===== config.mk =====
export PLATFORM = sky130hd
export DESIGN_NAME = modem_symbol_packer
export DESIGN_NICKNAME = d
export VERILOG_FILES = /design/src/rtl/modem_symbol_packer.sv
export SDC_FILE = /design/constraint.sdc
export NUM_CORES = 1
export LEC_CHECK = 0
export ABC_AREA = 0
export CAP_MARGIN = 30
export CORE_ASPECT_RATIO = 0.75
export CORE_MARGIN = 4
export CORE_UTILIZATION = 60
export CTS_CLUSTER_SIZE = 14
export DETAILED_ROUTE_END_ITERATION = 10
export PLACE_DENSITY = 0.89
export SKIP_LAST_GASP = 1
export SYNTH_ARGS = -nofsm -noshare
export SYNTH_HDL_FRONTEND = slang
export SYNTH_SLANG_ARGS = --single-unit
export TNS_END_PERCENT = 20

===== constraint.sdc =====
create_clock -name iclk -period 7.03 [get_ports iclk]
set_input_delay 0.703 -clock iclk [delete_from_list [all_inputs] [get_ports iclk]]
set_output_delay 0.703 -clock iclk [all_outputs]
set_load 0.01 [all_outputs]

===== src/rtl/modem_symbol_packer.sv =====
// Framed bit-to-symbol packer: slices DATA_W-bit words MSB-first into 1..4-bit
// symbol indices (BPSK/QPSK/PSK8/QAM16), zero-padding the final partial symbol.
module modem_symbol_packer #(
  parameter int unsigned DATA_W = 8,
  parameter int unsigned SYM_W  = 4
) (
  input  logic              iclk,
  input  logic              ireset_n,
  input  logic [1:0]        i_mod,
  input  logic              i_valid,
  input  logic [DATA_W-1:0] i_data,
  input  logic              i_last,
  output logic              o_ready,
  output logic              o_valid,
  output logic [SYM_W-1:0]  o_symbol,
  output logic [1:0]        o_mod,
  output logic              o_last,
  input  logic              i_ready
);

  localparam int unsigned BUF_W = DATA_W + 3;
  localparam int unsigned CNT_W = $clog2(BUF_W + 1);

  typedef enum logic [1:0] {IDLE, FILL, EMIT, FLUSH} state_e;

  state_e             state_q, state_d;
  logic [BUF_W-1:0]   bits_q, bits_d;
  logic [CNT_W-1:0]   cnt_q, cnt_d;
  logic               flush_q, flush_d;
  logic               sof_q, sof_d;
  logic [1:0]         mod_d;
  logic [2:0]         sym_sz_q, sym_sz_d;
  logic               in_fire, out_fire;
  logic               ready_d, valid_d, last_d;
  logic [SYM_W-1:0]   symbol_d;

  assign sym_sz_q = 3'(o_mod) + 3'd1;

  // Next-state for the bit buffer, then the output decode of that next state
  always_comb begin
    state_d  = state_q;
    bits_d   = bits_q;
    cnt_d    = cnt_q;
    flush_d  = flush_q;
    sof_d    = sof_q;
    mod_d    = o_mod;
    in_fire  = i_valid && o_ready;
    out_fire = o_valid && i_ready;

    case (state_q)
      IDLE, FILL: begin
        if (in_fire) begin
          // Buffered bits below cnt are always zero, so OR appends the new word
          bits_d = bits_q | (BUF_W'({i_data, 3'b000}) >> cnt_q);
          cnt_d  = cnt_q + CNT_W'(DATA_W);
          if (sof_q) begin
            mod_d = i_mod;
            sof_d = 1'b0;
          end
          if (i_last) flush_d = 1'b1;
        end
      end
      EMIT, FLUSH: begin
        if (out_fire) begin
          if (o_last) begin
            bits_d  = '0;
            cnt_d   = '0;
            flush_d = 1'b0;
            sof_d   = 1'b1;
          end else begin
            bits_d = bits_q << sym_sz_q;
            cnt_d  = cnt_q - CNT_W'(sym_sz_q);
          end
        end
      end
      default: ;
    endcase

    sym_sz_d = 3'(mod_d) + 3'd1;

    if (flush_d)                              state_d = FLUSH;
    else if (cnt_d >= CNT_W'(sym_sz_d))       state_d = EMIT;
    else if (sof_d)                           state_d = IDLE;
    else                                      state_d = FILL;

    valid_d  = (cnt_d >= CNT_W'(sym_sz_d)) || (flush_d && (cnt_d != '0));
    ready_d  = !flush_d && (cnt_d < CNT_W'(sym_sz_d));
    last_d   = flush_d && (cnt_d <= CNT_W'(sym_sz_d)) && valid_d;
    symbol_d = bits_d[BUF_W-1 -: SYM_W] >> (3'(SYM_W) - sym_sz_d);
  end

  always_ff @(posedge iclk or negedge ireset_n) begin
    if (!ireset_n) begin
      state_q  <= IDLE;
      bits_q   <= '0;
      cnt_q    <= '0;
      flush_q  <= 1'b0;
      sof_q    <= 1'b1;
      o_mod    <= 2'd0;
      o_ready  <= 1'b0;
      o_valid  <= 1'b0;
      o_symbol <= '0;
      o_last   <= 1'b0;
    end else begin
      state_q  <= state_d;
      bits_q   <= bits_d;
      cnt_q    <= cnt_d;
      flush_q  <= flush_d;
      sof_q    <= sof_d;
      o_mod    <= mod_d;
      o_ready  <= ready_d;
      o_valid  <= valid_d;
      o_symbol <= symbol_d;
      o_last   <= last_d;
    end
  end

endmodule


==> impl_metrics.env, run 1 <==
export IMPL_status="complete, no violations"
export IMPL_drc=0
export IMPL_yosys_most_used_dff="dfrtp_1"
export IMPL_diodes=0
export IMPL_grt_pass1_vias=1749
export IMPL_post_drt_wl_per_cell_um=17.5
export IMPL_yosysWarnings=0
export IMPL_multiInputGateArea_um2=1230
export IMPL_htree_levels=1
export IMPL_synthCells=222
export IMPL_place_area_um2=2250
export IMPL_finalNetCount=262
export IMPL_grt_max_degree=28
export IMPL_clk_insertion_delay_late_ns=0.29
export IMPL_arrival_ns=3.73
export IMPL_ant_nets=0
export IMPL_initial_core_util_pct=62.2
export IMPL_num_io_pins=24
export IMPL_synthTopCellsByArea="dfrtp_1 32%, mux2i_1 7.8%, ha_1 4.9%"
export IMPL_fmax_ghz=0.280
export IMPL_fin_tns_setup_ns=0
export IMPL_yosysSeqAreaShare_pct=33.1
export IMPL_leakage_nw=0.968
export IMPL_hold_class="flip-flop to flip-flop"
export IMPL_numClockSinks=27
export IMPL_required_ns=7.18
export IMPL_yosys_area_top_type="dfrtp_1"
export IMPL_synth_edf_count=0
export IMPL_path_class="input port to flip-flop"
export IMPL_cts_setup_buffers=0
export IMPL_viasPerCell=6.40
export IMPL_cellPowerDensity_nw_per_um2=435
export IMPL_final_area_um2=2300
export IMPL_rsz0062_at_grt="no"
export IMPL_synth_most_common_cell="dfrtp_1"
export IMPL_irDropWorstVdd_mv=0.284
export IMPL_cts_root_buf="clkbuf_8"
export IMPL_vias=1779
export IMPL_hold_viol_final=0
export IMPL_fp_coreArea_um2=3290
export IMPL_cts_buffer_depth=2
export IMPL_firstDrtPassIters=4
export IMPL_die_area_um2=4410
export IMPL_finalMaxSlewViolations=0
export IMPL_timing_final_crit_period_ns=3.58
export IMPL_yosys_top_cells_count="26 x dfrtp_1, 21 x nand2_1, 19 x nor2_1"
export IMPL_ys_types=51
export IMPL_fin_skew_ns=0.00648
export IMPL_ys_ff_latch=27
export IMPL_portBuffers=23
export IMPL_drt_iter0_markers=215
export IMPL_seqCellArea_um2=677
export IMPL_synth_area_per_cell_um2=9.21
export IMPL_grt_overflow=0
export IMPL_dpl_hpwl_um=3680
export IMPL_post_cts_resized=0
export IMPL_start_kind="input port"
export IMPL_slew_headroom_pct=59.3
export IMPL_tightest_slew_ns=0.610
export IMPL_num_rows=18
export IMPL_syn_num_nets=245
export IMPL_cts_buffers=3
export IMPL_maxCapViolations=0
export IMPL_synth_top_area_share_pct=31.8
export IMPL_die_w_um=75.4
export IMPL_fillers=260
export IMPL_routed_wl_um=4850
export IMPL_setup_viol_count_final=0
export IMPL_syn_to_final_growth_pct=12.4
export IMPL_period_share_pct=50.9
export IMPL_cp_end_kind="flip-flop"
export IMPL_cts_tree="done"
export IMPL_clk_pin_slew_ns=0.10
export IMPL_drive_above_1_share_pct=10.5
export IMPL_grt_usage_pct=24.2
export IMPL_critPathMaxFanout=7
export IMPL_syn_area_um2=2040
export IMPL_grt_antenna_before_repair=0
export IMPL_async_reset_ff_share_pct=100
export IMPL_die_y_um=58.6
export IMPL_holdBufCountCts=0
export IMPL_grt_pass1_wl_um=8110
export IMPL_place_congestion=0.921
metrics by stage:
| step | std cells | power (mW) | hold WS (ns) | utilization (%) | setup WS, ns |
|---|---|---|---|---|---|
| 2_1_floorplan | 222 | 0.757 | 0.407 | - | 4.03 |
| 3_3_place_gp | 274 | 0.878 | 0.508 | 68.3 | 3.32 |
| 3_5_place_dp | 274 | 0.894 | 0.517 | 68.3 | 3.15 |
| 4_1_cts | 278 | 0.991 | 0.541 | 69.9 | 3.44 |
| 5_1_grt | 278 | 1.08 | 0.561 | 69.9 | 3.19 |
| 6_report | 278 | 1.00 | 0.535 | 69.9 | 3.45 |
layout by cell type, fill, tap and decap left out, types with 2 or more instances in the layout:
cell type and n:
a21oi_1 9, ha_1 8, o21ai_0 11, a211oi_1 2, o21ai_1 4, nor4_1 2
nor2b_1 3, o31ai_1 2, o22ai_1 4, clkdlybuf4s50_1 23, mux2i_1 16, and2_1 2
clkbuf_8 3, nand3b_1 2, nand3_1 7, mux2_2 6, nand2b_1 3, inv_2 3
and3_1 4, mux2_1 3, dfrtp_1 26, mux4_2 3, inv_1 11, nor3_1 7
nand2_1 21, xnor2_1 2, a22o_1 2, a22oi_1 3, nor2_1 19, o211ai_1 2
a221o_1 4
where the power goes:
part / total [mW] / switching [mW] / internal, mW
clock network: 0.0972 / 0.0553 / 0.0418
logic: 0.587 / 0.313 / 0.274
registers: 0.315 / 0.100 / 0.215
final cells by class:
class                   instances  share of cell area (%)
clock inverters                 1                   0.381
flip-flops and latches         27                    29.5
repair buffers                 24                    10.3
multi-input cells             169                    53.5
inverters                      14                    2.29
well taps                      40                    2.18
clock buffers                   3                    1.80
flip-flops by register name, summed over array words and instances (netlist names):
signal and cells:
o_mod 2, o_symbol 4, bits_q 11, o_last 1, sof_q 1, o_ready 1
state_q 1, cnt_q 4, flush_q 1, o_valid 1
layer usage:
| layer | global-route usage [%] | vias up | wire length [um] |
|---|---|---|---|
| met5 | 0 | - | 0 |
| met4 | 6.23 | 0 | 51 |
| met3 | 5.46 | 8 | 392 |
| met2 | 37.1 | 73 | 2170 |
| met1 | 34.6 | 839 | 2230 |
| li1 | - | 859 | - |
kinds of logic (layout without fill, tap and decap cells):
kind of cell | after synthesis | count (layout) | synth area share (%)
xor+xnor | 2 | 2 | 0.857
simple gates | 74 | 74 | 17.5
buf+inv | 26 | 42 | 6.73
mux | 28 | 28 | 16.1
fa+ha+maj | 9 | 9 | 5.39
compound gates | 56 | 56 | 20.3
flops | 27 | 27 | 33.1
worst paths after layout:
kind,slack (ns),endpoint,cells after the start,from
max,3.45,o_valid$_DFF_PN0_,14,i_valid
min,0.54,state_q[1]$_DFF_PN0_,2,flush_q$_DFF_PN0_
max reg2reg,3.77,o_valid$_DFF_PN0_,10,o_mod[0]$_DFF_PN0_
min reg2reg,0.54,state_q[1]$_DFF_PN0_,2,flush_q$_DFF_PN0_
max in group asynchronous,5.94,sof_q$_DFF_PN1_,2,ireset_n
min in group asynchronous,0.78,bits_q[3]$_DFFE_PN0P_,2,ireset_n
worst max-delay path: stages:
cell and delay, ns:
clkdlybuf4s50_1 0.49, nand2_1 0.10, nor2_2 0.29, nand2_1 0.15, mux2i_1 0.37, inv_1 0.21, ha_1 0.40, inv_1 0.10
ha_1 0.29, nor2b_1 0.13, o21ai_0 0.13, nand2b_1 0.10, nor2b_1 0.15, o211ai_1 0.10
Note: power is estimated with default switching activity, not from simulation.
==> run 2, diff against run 1 <==
- CORE_UTILIZATION: 60 -> 56
- PLACE_DENSITY: 0.89 -> 0.84
- clock period: 7.03 -> 3.4 ns (I/O delays scaled with it)
==> impl_metrics.env, run 2 (synthesis results as in run 1) <==
export IMPL_drc=0
export IMPL_timing_final_crit_period_ns=2.92
export IMPL_die_area_um2=4690
export IMPL_irDropWorstVdd_mv=0.669
export IMPL_largest_reg_flops=11
export IMPL_regMostFlops="bits_q"
export IMPL_routed_wl_um=5350
export IMPL_slowest_delay_ns=0.48
export IMPL_clk_insertion_delay_late_ns=0.28
export IMPL_firstDrtPassIters=5
export IMPL_finalMaxSlewViolations=0
export IMPL_mostFrequentLayoutCells="26 x dfrtp_1, 23 x clkdlybuf4s50_1, 21 x nand2_1"
export IMPL_place_congestion=0.950
export IMPL_holdBufCountCts=0
export IMPL_fin_skew_ns=0.00675
export IMPL_critPathMaxFanout=6
export IMPL_post_cts_resized=0
export IMPL_cp_end_kind="flip-flop"
export IMPL_fin_cells=294
export IMPL_grt_overflow=0
export IMPL_timing_rr_start="state_q[1]$_DFF_PN0_"
export IMPL_utilization_pct=69.2
export IMPL_finalNetCount=268
export IMPL_fillers=280
export IMPL_tightest_slew_ns=0.530
export IMPL_hold_class="input port to async pin"
export IMPL_portBuffers=23
export IMPL_rsz0062_at_grt="no"
export IMPL_clk_pin_slew_ns=0.10
export IMPL_crit_chain="clkdlybuf4s50_1 > nand2_1 > nor2_2 > nand2_1 > mux2i_1 > inv_1 > ha_1 > inv_1 > ha_1 > nor2b_1 > o21ai_0 > nand2b_1 > nor2b_1 > o211ai_1"
export IMPL_syn_to_final_growth_pct=15.1
export IMPL_vias=1908
export IMPL_viasPerCell=6.49
export IMPL_num_io_pins=24
export IMPL_path_class="input port to flip-flop"
export IMPL_die_y_um=60.3
export IMPL_startpoint="i_valid"
export IMPL_drive_above_1_share_pct=12.7
export IMPL_period_share_pct=85.8
export IMPL_hold_viol_final=0
export IMPL_fp_coreArea_um2=3400
export IMPL_grt_usage_pct=23.9
export IMPL_cellPowerDensity_nw_per_um2=905
export IMPL_r2r_end="o_valid$_DFF_PN0_"
export IMPL_ant_nets=0
export IMPL_dpl_hpwl_um=4020
export IMPL_whs_ns=0.413
export IMPL_cts_buffers=3
export IMPL_fmax_ghz=0.343
export IMPL_htree_levels=1
export IMPL_grt_antenna_before_repair=0
export IMPL_arrival_ns=3.06
export IMPL_rrSetupSlack_ns=0.58
export IMPL_largestRegisters="bits_q: 11 flops, cnt_q: 4 flops, o_symbol: 4 flops"
export IMPL_fin_tns_setup_ns=0
export IMPL_post_drt_wl_per_cell_um=18.2
export IMPL_grt_pass1_vias=1742
export IMPL_start_kind="input port"
export IMPL_cts_setup_buffers=0
export IMPL_power_mw=2.13
export IMPL_maxCapViolations=0
export IMPL_numClockSinks=27
export IMPL_required_ns=3.54
export IMPL_diodes=0
export IMPL_final_common_cell="dfrtp_1"
export IMPL_die_w_um=77.8
export IMPL_reg2reg_depth=12
export IMPL_cts_tree="done"
export IMPL_slowest_stage="clkdlybuf4s50_1"
export IMPL_cts_buffer_depth=2
export IMPL_slew_headroom_pct=64.3
export IMPL_leakage_nw=0.995
export IMPL_grt_pass1_wl_um=8780
export IMPL_cts_root_buf="clkbuf_8"
export IMPL_num_rows=18
export IMPL_drt_iter0_markers=175
export IMPL_initial_core_util_pct=60.1
export IMPL_dp_cells=290
export IMPL_grt_max_degree=28
export IMPL_status="complete, no violations"
export IMPL_setup_viol_count_final=0
[run 2: routing by layer]
layer  routed length [um]  GRT usage, %  up-vias
met5                    0             0        -
met4                   95          6.09        0
met3                  448          5.27       13
met2                 2380          36.3      109
met1                 2430          34.7      926
li1                     -             -      860
[run 2: stage by stage]
step | cell area, um^2 | worst slack, ns
3_3_place_gp | 2300 | 0.456
3_5_place_dp | 2300 | 0.277
2_1_floorplan | 2040 | 0.684
5_1_grt | 2350 | 0.334
6_report | 2350 | 0.482
4_1_cts | 2350 | 0.529
[run 2: final cells by class]
class | instances | area, um^2 | area share (%)
clock buffers | 3 | 41.3 | 1.75
multi-input cells | 169 | 1230 | 52.3
flip-flops and latches | 27 | 677 | 28.8
clock inverters | 1 | 7.51 | 0.319
repair buffers | 30 | 283 | 12.0
inverters | 14 | 52.6 | 2.23
well taps | 50 | 62.6 | 2.66
[run 2: worst max-delay path: cells and delay by family]
family | cells | cell delay, ns
mux | 1 | 0.21
compound gates | 2 | 0.31
simple gates | 6 | 0.77
buf+inv | 3 | 0.76
fa+ha+maj | 2 | 0.68
[run 2: worst max-delay path by stage]
| stage | to | slack [ns] | cells past startpoint |
|---|---|---|---|
| after detailed placement | o_last$_DFF_PN0_ | 0.28 | 14 |
| after floorplan | o_valid$_DFF_PN0_ | 0.68 | 13 |
| after global placement | o_valid$_DFF_PN0_ | 0.46 | 14 |
| final | o_valid$_DFF_PN0_ | 0.48 | 14 |
| after global routing | o_valid$_DFF_PN0_ | 0.33 | 14 |
| after CTS | o_last$_DFF_PN0_ | 0.53 | 14 |
[run 2: where the power goes]
group | internal (mW) | switching (mW) | total (mW)
Combinational | 0.584 | 0.708 | 1.29
Sequential | 0.445 | 0.201 | 0.645
Clock | 0.0835 | 0.110 | 0.194
==> run 3, diff against run 2 <==
- CAP_MARGIN: 30 -> 10
- GPL_TIMING_DRIVEN: unset -> 0
==> impl_metrics.env, run 3 (synthesis results as in run 1) <==
export IMPL_status="complete, no violations"
export IMPL_grt_overflow=0
export IMPL_grt_usage_pct=23.3
export IMPL_num_rows=18
export IMPL_required_ns=3.54
export IMPL_firstDrtPassIters=6
export IMPL_cts_buffer_depth=2
export IMPL_slowest_stage="clkdlybuf4s50_1"
export IMPL_seqCellArea_um2=677
export IMPL_largest_reg_flops=11
export IMPL_timing_rr_start="o_mod[0]$_DFF_PN0_"
export IMPL_numClockSinks=27
export IMPL_cp_end_kind="flip-flop"
export IMPL_portBuffers=23
export IMPL_htree_levels=1
export IMPL_fin_cells=300
export IMPL_routed_wl_um=5050
export IMPL_place_congestion=0.895
export IMPL_arrival_ns=3.21
export IMPL_leakage_nw=1.02
export IMPL_fmax_ghz=0.325
export IMPL_start_kind="input port"
export IMPL_vias=1873
export IMPL_num_io_pins=24
export IMPL_setup_viol_count_final=0
export IMPL_crit_chain="clkdlybuf4s50_1 > nand2_1 > nor2_4 > nand2_1 > mux2i_4 > inv_1 > ha_1 > inv_1 > ha_1 > nor2b_1 > o21ai_0 > nand2b_1 > nor2b_1 > o211ai_1"
export IMPL_period_share_pct=90.5
export IMPL_cellPowerDensity_nw_per_um2=879
export IMPL_dpl_hpwl_um=3930
export IMPL_holdBufCountCts=0
export IMPL_finalMaxSlewViolations=0
export IMPL_maxCapViolations=0
export IMPL_r2r_end="o_valid$_DFF_PN0_"
export IMPL_grt_max_degree=28
export IMPL_die_area_um2=4690
export IMPL_fillers=267
export IMPL_multiInputGateArea_um2=1250
export IMPL_clk_pin_slew_ns=0.10
export IMPL_cts_tree="done"
export IMPL_regMostFlops="bits_q"
export IMPL_grt_pass1_wl_um=8520
export IMPL_final_common_cell="dfrtp_1"
export IMPL_mostFrequentLayoutCells="26 x dfrtp_1, 23 x clkdlybuf4s50_1, 21 x nand2_1"
export IMPL_hold_class="input port to async pin"
export IMPL_die_w_um=77.8
export IMPL_viasPerCell=6.24
export IMPL_clk_insertion_delay_late_ns=0.28
export IMPL_cts_setup_buffers=0
export IMPL_cts_root_buf="clkbuf_8"
export IMPL_slowest_delay_ns=0.49
export IMPL_slew_headroom_pct=68.1
export IMPL_path_class="input port to flip-flop"
export IMPL_fp_coreArea_um2=3400
export IMPL_rsz0062_at_grt="no"
export IMPL_post_cts_resized=0
export IMPL_ant_nets=0
export IMPL_grt_antenna_before_repair=0
export IMPL_dp_cells=295
export IMPL_reg2reg_depth=14
export IMPL_finalNetCount=274
export IMPL_drive_above_1_share_pct=12.8
export IMPL_rrSetupSlack_ns=0.46
export IMPL_drt_iter0_markers=235
export IMPL_diodes=0
export IMPL_drc=0
export IMPL_largestRegisters="bits_q: 11 flops, cnt_q: 4 flops, o_symbol: 4 flops"
export IMPL_irDropWorstVdd_mv=0.553
export IMPL_initial_core_util_pct=60.1
export IMPL_hold_viol_final=0
export IMPL_tightest_slew_ns=0.474
export IMPL_fin_tns_setup_ns=0
export IMPL_syn_to_final_growth_pct=18.7
export IMPL_timing_final_crit_period_ns=3.08
export IMPL_die_y_um=60.3
export IMPL_fin_skew_ns=0.00907
export IMPL_critPathMaxFanout=7
export IMPL_grt_pass1_vias=1753
export IMPL_post_drt_wl_per_cell_um=16.8
export IMPL_cts_buffers=3
## run 3: power by group
part,internal (mW),switching [mW],total (mW)
Sequential,0.446,0.113,0.559
Combinational,0.617,0.772,1.39
Clock,0.0841,0.102,0.186
Total,1.15,0.987,2.13
## run 3: final cells by class
type	instances	area share (%)
buffer	12	3.51
clock buffer	4	1.86
multi-input combinational	169	51.4
timing repair buffer	24	10.6
tap	50	2.58
inverter	14	2.16
sequential	27	27.9
## run 3: worst max-delay path: cells and delay by family
family / cells / cell delay (ns)
mux: 1 / 0.26
buf+inv: 3 / 0.76
simple gates: 6 / 0.93
fa+ha+maj: 2 / 0.69
compound gates: 2 / 0.23
## run 3: worst max-delay path by stage
| stage | from | endpoint | slack [ns] | cells past startpoint |
|---|---|---|---|---|
| detailed placement | i_valid | o_valid$_DFF_PN0_ | -0.20 | 14 |
| global route | i_valid | state_q[1]$_DFF_PN0_ | 0.04 | 14 |
| global placement | i_valid | o_valid$_DFF_PN0_ | -0.13 | 14 |
| finish | i_valid | o_valid$_DFF_PN0_ | 0.32 | 14 |
| floorplan | state_q[1]$_DFF_PN0_ | o_valid$_DFF_PN0_ | 0.68 | 13 |
| CTS | i_valid | o_valid$_DFF_PN0_ | 0.09 | 14 |
## run 3: through the flow
step	utilization, %	hold slack [ns]	worst slack (ns)	power [mW]	cell area (um^2)
after floorplan	-	0.0444	0.684	1.57	2040
after global placement	68.7	0.512	-0.131	1.88	2340
after detailed placement	68.7	0.514	-0.205	1.92	2340
after CTS	70.1	0.528	0.0938	2.11	2380
after global routing	71.4	0.399	0.0429	2.32	2430
final	71.4	0.374	0.324	2.13	2430
## run 3: metal layers
layer	GRT usage (%)	part of all wire (%)	vias to the layer above
li1	-	-	878
met5	0	0	-
met4	3.81	0.87	0
met2	35.6	44	95
met1	33.9	46	892
met3	6.33	8.9	8
